$ cat config.mk
export PLATFORM = sky130hd
export DESIGN_NAME = stream_mux_rr
export DESIGN_NICKNAME = d
export VERILOG_FILES = /design/src/rtl/stream_mux_rr.sv
export SDC_FILE = /design/constraint.sdc
export NUM_CORES = 1
export LEC_CHECK = 0
export ABC_AREA = 1
export CAP_MARGIN = 0
export CORE_ASPECT_RATIO = 1.1
export CORE_MARGIN = 1
export CORE_UTILIZATION = 44
export DETAILED_ROUTE_END_ITERATION = 6
export DONT_BUFFER_PORTS = 1
export GPL_ROUTABILITY_DRIVEN = 0
export PLACE_DENSITY_LB_ADDON = 0.2
export SLEW_MARGIN = 10
export SYNTH_ARGS = -nofsm -noshare
export SYNTH_HDL_FRONTEND = slang
export SYNTH_SLANG_ARGS = --single-unit
$ cat constraint.sdc
create_clock -name clk -period 4.9 [get_ports clk]
set_input_delay 0.98 -clock clk [delete_from_list [all_inputs] [get_ports clk]]
set_output_delay 0.98 -clock clk [all_outputs]
set_load 0.01 [all_outputs]
$ cat src/rtl/stream_mux_rr.sv
// stream_mux_rr: NCH-channel valid/ready multiplexer with a registered output
// stage. A channel is chosen either by the fixed index `s` or by round-robin
// arbitration over all valid channels. The chosen word is captured into a
// single output register that drains with `o_ready`.

module stream_mux_rr #(
    parameter int WIDTH = 8,
    parameter int NCH   = 4,
    localparam int SELW = $clog2(NCH)
) (
    input  logic                 clk,
    input  logic                 rst_n,
    input  logic                 mode,
    input  logic [SELW-1:0]      s,
    input  logic [NCH*WIDTH-1:0] i,
    input  logic [NCH-1:0]       i_valid,
    output logic [NCH-1:0]       i_ready,
    output logic [WIDTH-1:0]     o,
    output logic                 o_valid,
    input  logic                 o_ready,
    output logic [SELW-1:0]      o_ch
);

    // Channel granted in the previous round-robin transfer; the next
    // round-robin search starts one position after it.
    logic [SELW-1:0]  last;

    // Output register can take a word: it is empty or drains this cycle.
    logic             load;

    // Candidate grants from each selection mode.
    logic             fix_valid;
    logic [SELW-1:0]  fix_idx;
    logic             rr_valid;
    logic [SELW-1:0]  rr_idx;
    int               rr_dist;

    // Grant actually used this cycle, and the data word it selects.
    logic             grant_valid;
    logic [SELW-1:0]  grant;
    logic [WIDTH-1:0] grant_data;

    // Load enable: a new word may enter when the register is free or draining.
    always_comb begin
        load = !o_valid || o_ready;
    end

    // Fixed-select grant: channel `s` when it exists and is valid. An index
    // at or above NCH matches no channel, so it never grants.
    always_comb begin
        // NOTE: every output of a combinational block gets a default first so
        // no path leaves it unassigned and no latch is inferred.
        fix_valid = 1'b0;
        fix_idx   = '0;
        for (int k = 0; k < NCH; k++) begin
            if (s == SELW'(k) && i_valid[k]) begin
                fix_valid = 1'b1;
                fix_idx   = SELW'(k);
            end
        end
    end

    // Round-robin grant: among the valid channels, pick the one closest
    // after `last` in wrap-around order. The distance of channel k from the
    // search start (last+1) is (k - last - 1) mod NCH; the smallest wins.
    always_comb begin
        rr_valid = 1'b0;
        rr_idx   = '0;
        rr_dist  = NCH;
        for (int k = 0; k < NCH; k++) begin
            if (i_valid[k] && ((k + NCH - 1 - int'(last)) % NCH) < rr_dist) begin
                rr_valid = 1'b1;
                rr_idx   = SELW'(k);
                rr_dist  = (k + NCH - 1 - int'(last)) % NCH;
            end
        end
    end

    // Mode select between the two grant sources; mode and `s` only affect
    // the decision made this cycle, never a word already held in `o`.
    always_comb begin
        grant_valid = mode ? rr_valid : fix_valid;
        grant       = mode ? rr_idx   : fix_idx;
    end

    // Data select for the granted channel.
    always_comb begin
        grant_data = '0;
        for (int k = 0; k < NCH; k++) begin
            if (grant == SELW'(k)) begin
                grant_data = i[k*WIDTH +: WIDTH];
            end
        end
    end

    // Ready: one-hot on the granted channel while the register can load;
    // held at zero while reset is asserted.
    always_comb begin
        i_ready = '0;
        for (int k = 0; k < NCH; k++) begin
            if (rst_n && load && grant_valid && grant == SELW'(k)) begin
                i_ready[k] = 1'b1;
            end
        end
    end

    // Output register and round-robin pointer. A transfer loads the granted
    // word; a free slot with no grant empties; backpressure holds everything.
    always_ff @(posedge clk) begin
        // NOTE: reset is sampled on the clock edge, and every state bit is
        // reset (the data word too) so a word held at reset is discarded
        // and the outputs read as zero afterwards.
        if (!rst_n) begin
            o       <= '0;
            o_valid <= 1'b0;
            o_ch    <= '0;
            last    <= SELW'(NCH - 1);
        end else if (load) begin
            if (grant_valid) begin
                o       <= grant_data;
                o_ch    <= grant;
                o_valid <= 1'b1;
                if (mode) begin
                    last <= grant;
                end
            end else begin
                o_valid <= 1'b0;
            end
        end
    end

endmodule

======== Word level (Yosys, flattened, before mapping) ========
Cells that the tools add are included.
word-level totals
  bits of input ports ..................... 42
  bits in writable memories ............... 0
  memories kept ........................... 0
  ROM bits ................................ 0
  latch bits .............................. 0
  output and inout port bits .............. 15
  word-level logic and storage cells ...... 74
  register bits after elaboration ......... 13
operators by class
  muxes and demuxes ....................... 28
  $mul .................................... 0
  reductions and logical operators ........ 24
  eq/ne operators ......................... 6
  bitwise gates (word level) .............. 4
  add/subtract/negate cells ............... 4
  shifts and indexed selects .............. 0
  divide/modulo/power cells ............... 0
  $lt $le $gt $ge ......................... 4
operators with widths
  cell                   count
  $lt A3 B32 Y1          3
  $mux W32               3
  $mux W8                4
  $mux W1                16
  $logic_and A1 B1 Y1    14
  $sub A3 B2 Y4 const A  3
  $mux W2                5
  $eq A2 B2 Y1 const B   4
  $reduce_or A2 Y1       4
  $and A1 B1 Y1          4
  $eq A2 B1 Y1 const B   2
  $logic_not A2 Y1       2
  $lt A3 B4 Y1 const B   1
  $reduce_and A3 Y1      1
  $sub A2 B2 Y3 const A  1
  $reduce_and A2 Y1      1
  $logic_not A1 Y1       1
  $logic_or A1 B1 Y1     1

======== Longest topological paths before layout ========
Gate-level depths: netlist (run 1).
  depth after elaboration ................. 21
  depth in mapped cells ................... 31
  mapped depth without buffers ............ 30

======== Worst setup path before layout (run 1) ========
OpenSTA, ideal clock, no wires.
  kind .................................... input -> output
  start point ............................. in i_valid[0]
  end point ............................... out i_ready[0]
  stages .................................. 24
  data required time ...................... 3.920 ns
  setup slack ............................. 0.408 ns
  path buffers ............................ 1
  arrival ................................. 3.512 ns
  path through ............................ nand2_1 ha_1 nand2_1 nand2_1 nand2_1 nand2_1 nand2_1 o22ai_1 inv_1 ha_1 inv_1 nor2_1 nand2_1 nand3_2 nor2_1 a21oi_1 ha_1 inv_1 nor2_1 nand2_2 nand4_1 nand2_4 buf_4 nor3_1
on the way
  word-level cells in the longest chain between the ends .. 15
  elaborated cells between the ends (all ways) .. 28
  classes of those cells .................. order compare: 3; mux: 17; reduce/logical: 8
ends and longest elaborated chain
  element                                                         line    RTL
  start, declared                                                 16      input logic [NCH-1:0] i_valid,
  $logic_and A1 B1 Y1                                             71      if (i_valid[k] && ((k + NCH - 1 - int'(last)) % NCH) < rr_dist) begin
  $mux W32                                                        71
  $lt A3 B32 Y1                                                   71
  $logic_and A1 B1 Y1                                             71
  $mux W32                                                        71
  $lt A3 B32 Y1                                                   71
  $logic_and A1 B1 Y1                                             71
  $mux W32                                                        71
  $lt A3 B32 Y1                                                   71
  $logic_and A1 B1 Y1                                             71
  $mux W2 / $mux W1 (equally long branches)                       71
  $mux W2 / $mux W1 (equally long branches)                       83, 82
  $logic_not A2 Y1 / $logic_and A1 B1 Y1 (equally long branches)  101     if (rst_n && load && grant_valid && grant == SELW'(k)) begin
  $logic_and A1 B1 Y1 *                                           101
  $mux W1 *                                                       101
  end, declared                                                   17      output logic [NCH-1:0] i_ready,
Mark *: on every way between the ends. The rest lies on a longest branch, timed or not.

======== Worst setup path in the final report (run 1) ========
Ends and elaborated chain as after synthesis.

==> results_dict.tcl, run 1 <==
set metrics [dict create \
    wl_um 2700 \
    detail_route.wl_per_cell_um 13.1 \
    cp_max_fo 18 \
    fin_crit_sh 0.955 \
    finClkSkew_ns 0.00207 \
    ys_seq_area_frac 0.238 \
    syn_nets 219 \
    top_layer "met3" \
    fill_cells 248 \
    irDropWorstVdd_uv 266 \
    ys_warn_count 0 \
    finalPower_mw 0.396 \
    grt_use_total 0.206 \
    insertion_delay_ns 0.27 \
    fmax_mhz 214 \
    vias 1141 \
    post-dp-hpwl_um 2140 \
    antenna_found_initial 0 \
    fin_nets 223 \
    fin_util 0.510 \
    met2_length_um 1460 \
    antenna_cells 0 \
    dieWidth_um 49.6 \
    wl_met1_um 1080 \
    min_path_cells 2 \
    swShare 0.439 \
    netlist_area_um2 1090 \
    slew-limit-headroom 0.744 \
    power_leakage_nw 0.544 \
    area_growth_pct 7.09 \
    crit_path_frequent_cell "nand2_1" \
    arrival_ns 3.70 \
    clock-sinks 13 \
    numPortBuffers 0 \
    p_clk_frac 0.160 \
    cts_tree "done" \
    route.met3.wl_um 160 \
    synth_edf_count 0 \
    seq_power_share 0.359 \
    synth.distinct_cells 28 \
    layout-drive-gt1-share 0.175 \
    switchingPower_mw 0.174 \
    htreeDepth 1 \
    yosys_most_used_dff "dfxtp_1" \
    p_per_area_nw_per_um2 338 \
    grt_start_max_net_pins 19 \
    status "finished clean" \
    grt_pass1_vias 1053 \
    setup_viol 0 \
    multi_input_area_um2 711 \
    ys_top_cells_by_count "40 x nand2_1, 24 x nand3_1, 22 x inv_1, 13 x dfxtp_1, 12 x a21oi_1" \
    p_comb_frac 0.481 \
    initial_utilization 0.477 \
    grt_pass1_wl_um 4270 \
    ant_nets 0 \
    via_per_inst 5.51 \
    reg2reg_depth 27 \
    hold_path_class "reg2reg" \
    first_pass_iters 5 \
    yosysMostFrequentCell "nand2_1" \
    drt_iter0_drc 15 \
    fp.dieH_um 54.3 \
    fin_crit_ns 4.68 \
    synthArstFlopShare 0 \
    synth_area_leaders "dfxtp_1 24%, nand2_1 14%, nand3_1 11%" \
    cts_buffers 3 \
    fp.dieArea_um2 2690 \
    synth_top_area_frac 0.238 \
    core_um2 2300 \
    seq_area_um2 260 \
    synth_seq_cells 13 \
    grt_overflow 0 \
    placementRows 18 \
    remaining_drc_errors 0 \
    slew_violations 0 \
    startpoint_type "primary input" \
    synth_top_cell_by_area "dfxtp_1" \
    critical_path_class "in2out" \
    synth_cells 174 \
    worstMarginPinSlew_ns 0.380 \
    root_buffer "clkbuf_4" \
    slowest_delay_ns 0.31 \
    rrSetupSlack_ns 1.19 \
    cp.required_ns 3.92 \
    cp-end-kind "output pin" \
    drv_cap 0 \
    finalHoldViolCount 0 \
    clkTransAtPathRegs_ns 0.07 \
    cts_buffer_depth 2 \
    cp_slowest_cell "nor3_1" \
    intPower_mw 0.222 \
    syn_avg_cell_area_um2 6.29 \
    pin_count 57 \
]
-- path summary, 6_finish.rpt --
kind	from	end
worst min-delay path	o[1]$_SDFFE_PN0P_	o[1]$_SDFFE_PN0P_
worst max-delay path	i_valid[0]	i_ready[0]
worst min register to register	o[1]$_SDFFE_PN0P_	o[1]$_SDFFE_PN0P_
worst max register to register	last[1]$_SDFFE_PN1P_	o[4]$_SDFFE_PN0P_
-- per-stage QoR --
stage | hold slack [ns] | setup slack, ns | instance area [um2] | setup TNS, ns | instances
2_1_floorplan | 0.479 | 0.408 | 1090 | 0 | 174
3_3_place_gp | 0.504 | 0.302 | 1100 | 0 | 200
3_5_place_dp | 0.507 | 0.182 | 1100 | 0 | 200
4_1_cts | 0.518 | 0.169 | 1120 | 0 | 204
5_1_grt | 0.533 | -0.0250 | 1170 | -0.0440 | 207
6_report | 0.520 | 0.220 | 1170 | 0 | 207
-- power groups by stage --
| stage | logic [mW] | clock network (mW) | registers, mW |
|---|---|---|---|
| after CTS | 0.178 | 0.0659 | 0.142 |
| after global routing | 0.218 | 0.0705 | 0.144 |
| after detailed placement | 0.177 | 0 | 0.144 |
| after floorplan | 0.153 | 0 | 0.140 |
| after global placement | 0.170 | 0 | 0.144 |
| final | 0.191 | 0.0633 | 0.142 |
-- worst max-delay path, delay by kind of cell --
family,cells,cell delay (ns)
compound gates,2,0.17
buf+inv,4,0.21
fa+ha+maj,3,0.82
simple gates,16,1.50
-- layer usage --
layer  global-route usage  vias to the layer above
met2                0.414                       44
met1                0.229                      520
met5                    0                        -
li1                     -                      577
met3               0.0472                        0
met4               0.0190                        0
-- what timing repair did --
action | 4_1_cts | 5_1_grt
setup buffers | 0 | 3
endpoints found under the hold margin | 0 | 0
resized for setup | 0 | 5
setup endpoints to repair | 0 | 4
hold buffers | 0 | 0
-- cell usage in the layout, fill, tap and decap left out, drive strengths merged, types with 2 or more instances in the layout --
cell and instances:
nand3 27, nand4 6, a21oi 12, dfxtp 13, clkbuf 4, inv 29, nand2 46, o21ai 12
buf 3, nor3 3, ha 3, nor2 12, or2 2
-- state kept, by name (all words and copies together), names as in the netlist --
| signal | flops |
|---|---|
| o_ch | 2 |
| last | 2 |
| o | 8 |
| o_valid | 1 |
-- kinds of logic (layout without fill, tap and decap cells) --
kind of cell | after synthesis | after routing | share of synthesized area
AO/OA/AOI/OAI | 27 | 27 | 0.142
adder cells (fa/ha/maj) | 3 | 3 | 0.0343
AND/OR/NAND/NOR | 96 | 96 | 0.442
XOR/XNOR | 1 | 1 | 0.00800
flip-flops | 13 | 13 | 0.238
buffers and inverters | 34 | 37 | 0.136
-- layout make-up --
type | instances | share of cell area
flip-flops and latches | 13 | 0.222
clock buffers | 4 | 0.0224
well taps | 30 | 0.0320
repair buffers | 3 | 0.0192
multi-input cells | 127 | 0.606
inverters | 30 | 0.0982
Note: power is estimated with default switching activity, not from simulation.
==> inputs of run 2 (changes only) <==
--- a/config.mk
+++ b/config.mk
@@ -11,8 +11,10 @@
 export CORE_MARGIN = 1
 export CORE_UTILIZATION = 44
+export CTS_CLUSTER_DIAMETER = 200
 export DETAILED_ROUTE_END_ITERATION = 6
 export DONT_BUFFER_PORTS = 1
 export GPL_ROUTABILITY_DRIVEN = 0
 export PLACE_DENSITY_LB_ADDON = 0.2
+export SETUP_SLACK_MARGIN = 0.2
 export SLEW_MARGIN = 10
 export SYNTH_ARGS = -nofsm -noshare
==> constraint.sdc (replaced) <==
create_clock -name clk -period 4.9 [get_ports clk]
set_input_delay 0.98 -clock clk [delete_from_list [all_inputs] [get_ports clk]]
set_output_delay 0.98 -clock clk [all_outputs]
set_load 0.05 [all_outputs]
==> run 2 against run 1 <==
Compared with the run above:
- clock power about the same
- sequential share of layout area decreased by 3.3 points
- cell area increased by 18%
- clock skew increased by 0.0015 ns
- register-to-register slack got worse by 0.30 ns
- cell count increased by 7.2%
- flip-flop and latch count unchanged
- first-iteration DRC count increased by 150%
- critical path depth unchanged
- worst hold slack improved by 0.091 ns
==> results_dict.tcl, run 2 (same netlist as run 1, synthesis figures left out) <==
set metrics [dict create \
    slowest_delay_ns 0.31 \
    placementRows 18 \
    rsz0062_at_grt "yes" \
    finalHoldViolCount 0 \
    via_per_inst 5.51 \
    grt_overflow 0 \
    startpoint_type "primary input" \
    hold_path_class "reg2reg" \
    fin_util 0.601 \
    final_common_cell "nand2_1" \
    critical-path-top-delay-family "simple AND/OR/NAND/NOR gates" \
    crit_buf_inv 4 \
    fin_crit_sh 0.978 \
    insertion_delay_ns 0.27 \
    post-dp-hpwl_um 2150 \
    finalPower_mw 0.503 \
    power_leakage_nw 0.646 \
    cp.required_ns 3.92 \
    cts_buffer_depth 2 \
    dieWidth_um 49.6 \
    setup_slack_ns 0.107 \
    cts_tree "done" \
    critical_path_class "in2out" \
    p_per_area_nw_per_um2 364 \
    dp_cells 204 \
    rrSetupSlack_ns 0.89 \
    clock-sinks 13 \
    antenna_cells 0 \
    cp-end-kind "output pin" \
    crit_path_frequent_cell "nand2_2" \
    initial_utilization 0.477 \
    drv_cap 0 \
    grt_use_total 0.215 \
    fin_crit_ns 4.79 \
    cp_slowest_cell "ha_1" \
    pin_count 57 \
    grt_start_max_net_pins 19 \
    pre_cts_ws_ns 0.111 \
    hold_buffers 0 \
    slew_violations 0 \
    detail_route.wl_per_cell_um 14.2 \
    cp_max_fo 5 \
    clkTransAtPathRegs_ns 0.07 \
    core_um2 2300 \
    slew-limit-headroom 0.653 \
    arrival_ns 3.81 \
    worstMarginPinSlew_ns 0.519 \
    wl_um 3160 \
    layout-drive-gt1-share 0.307 \
    irDropWorstVdd_uv 308 \
    root_buffer "clkbuf_4" \
    remaining_drc_errors 0 \
    numPortBuffers 0 \
    grt_pass1_wl_um 4430 \
    fin_nets 238 \
    largestRegisters "o: 8 flops, last: 2 flops, o_ch: 2 flops" \
    ant_nets 0 \
    finClkSkew_ns 0.00356 \
    fp.dieArea_um2 2690 \
    layout.cells.non_filler 222 \
    regMostFlops "o" \
    grt_pass1_vias 1130 \
    fp.dieH_um 54.3 \
    cts_buffers 3 \
    antenna_found_initial 0 \
    drt_iter0_drc 37 \
    first_pass_iters 4 \
    fill_cells 228 \
    area_growth_pct 26.1 \
    final_cell_mix "33 x nand2_1, 24 x nand3_1, 21 x inv_1" \
    status "finished clean" \
    htreeDepth 1 \
    largest_reg_flops 8 \
    vias 1224 \
    setup_viol 0 \
    fmax_mhz 209 \
    fin_tns_setup_ns 0 \
]
run 2: final timing paths:
path / from / to / depth (start not counted)
setup / recovery: i_valid[0] / i_ready[1] / 25
hold / removal: last[0]$_SDFFE_PN1P_ / last[0]$_SDFFE_PN1P_ / 2
setup reg to reg: last[0]$_SDFFE_PN1P_ / o[7]$_SDFFE_PN0P_ / 28
hold reg to reg: last[0]$_SDFFE_PN1P_ / last[0]$_SDFFE_PN1P_ / 2
run 2: what timing repair did:
item	CTS	global route
gates resized for setup	5	20
gates cloned	0	1
endpoints found under the setup margin	2	4
setup buffers	0	13
pin swaps	0	22
run 2: where the power goes:
part | internal, mW | switching (mW)
Combinational | 0.0979 | 0.157
Clock | 0.0302 | 0.0331
Sequential | 0.122 | 0.0621
run 2: worst min-delay path: stages (launching register included):
cell     delay (ns)
dfxtp_1        0.43
a21oi_1        0.09
o21ai_1        0.06
run 2: final cells by class:
| cell class | instances | area [um2] | share of cell area |
|---|---|---|---|
| multi-input cells | 128 | 792 | 0.574 |
| clock buffers | 3 | 22.5 | 0.0163 |
| flip-flops and latches | 13 | 260 | 0.189 |
| repair buffers | 17 | 143 | 0.103 |
| inverters | 30 | 120 | 0.0870 |
| well taps | 30 | 37.5 | 0.0272 |
| clock inverters | 1 | 5.00 | 0.00363 |
run 2: metrics by stage:
| step | cell area, um2 | hold WS (ns) |
|---|---|---|
| 2_1_floorplan | 1110 | 0.531 |
| 3_5_place_dp | 1140 | 0.580 |
| 6_report | 1380 | 0.611 |
| 3_3_place_gp | 1140 | 0.571 |
| 4_1_cts | 1190 | 0.598 |
| 5_1_grt | 1380 | 0.698 |
run 2: per-layer routing:
| metal | vias up | routed length [um] | global-route usage |
|---|---|---|---|
| met2 | 50 | 1740 | 0.432 |
| met4 | 0 | 65 | 0.0429 |
| met3 | 8 | 194 | 0.0639 |
| li1 | 610 | - | - |
| met1 | 556 | 1160 | 0.223 |
| met5 | - | 0 | 0 |
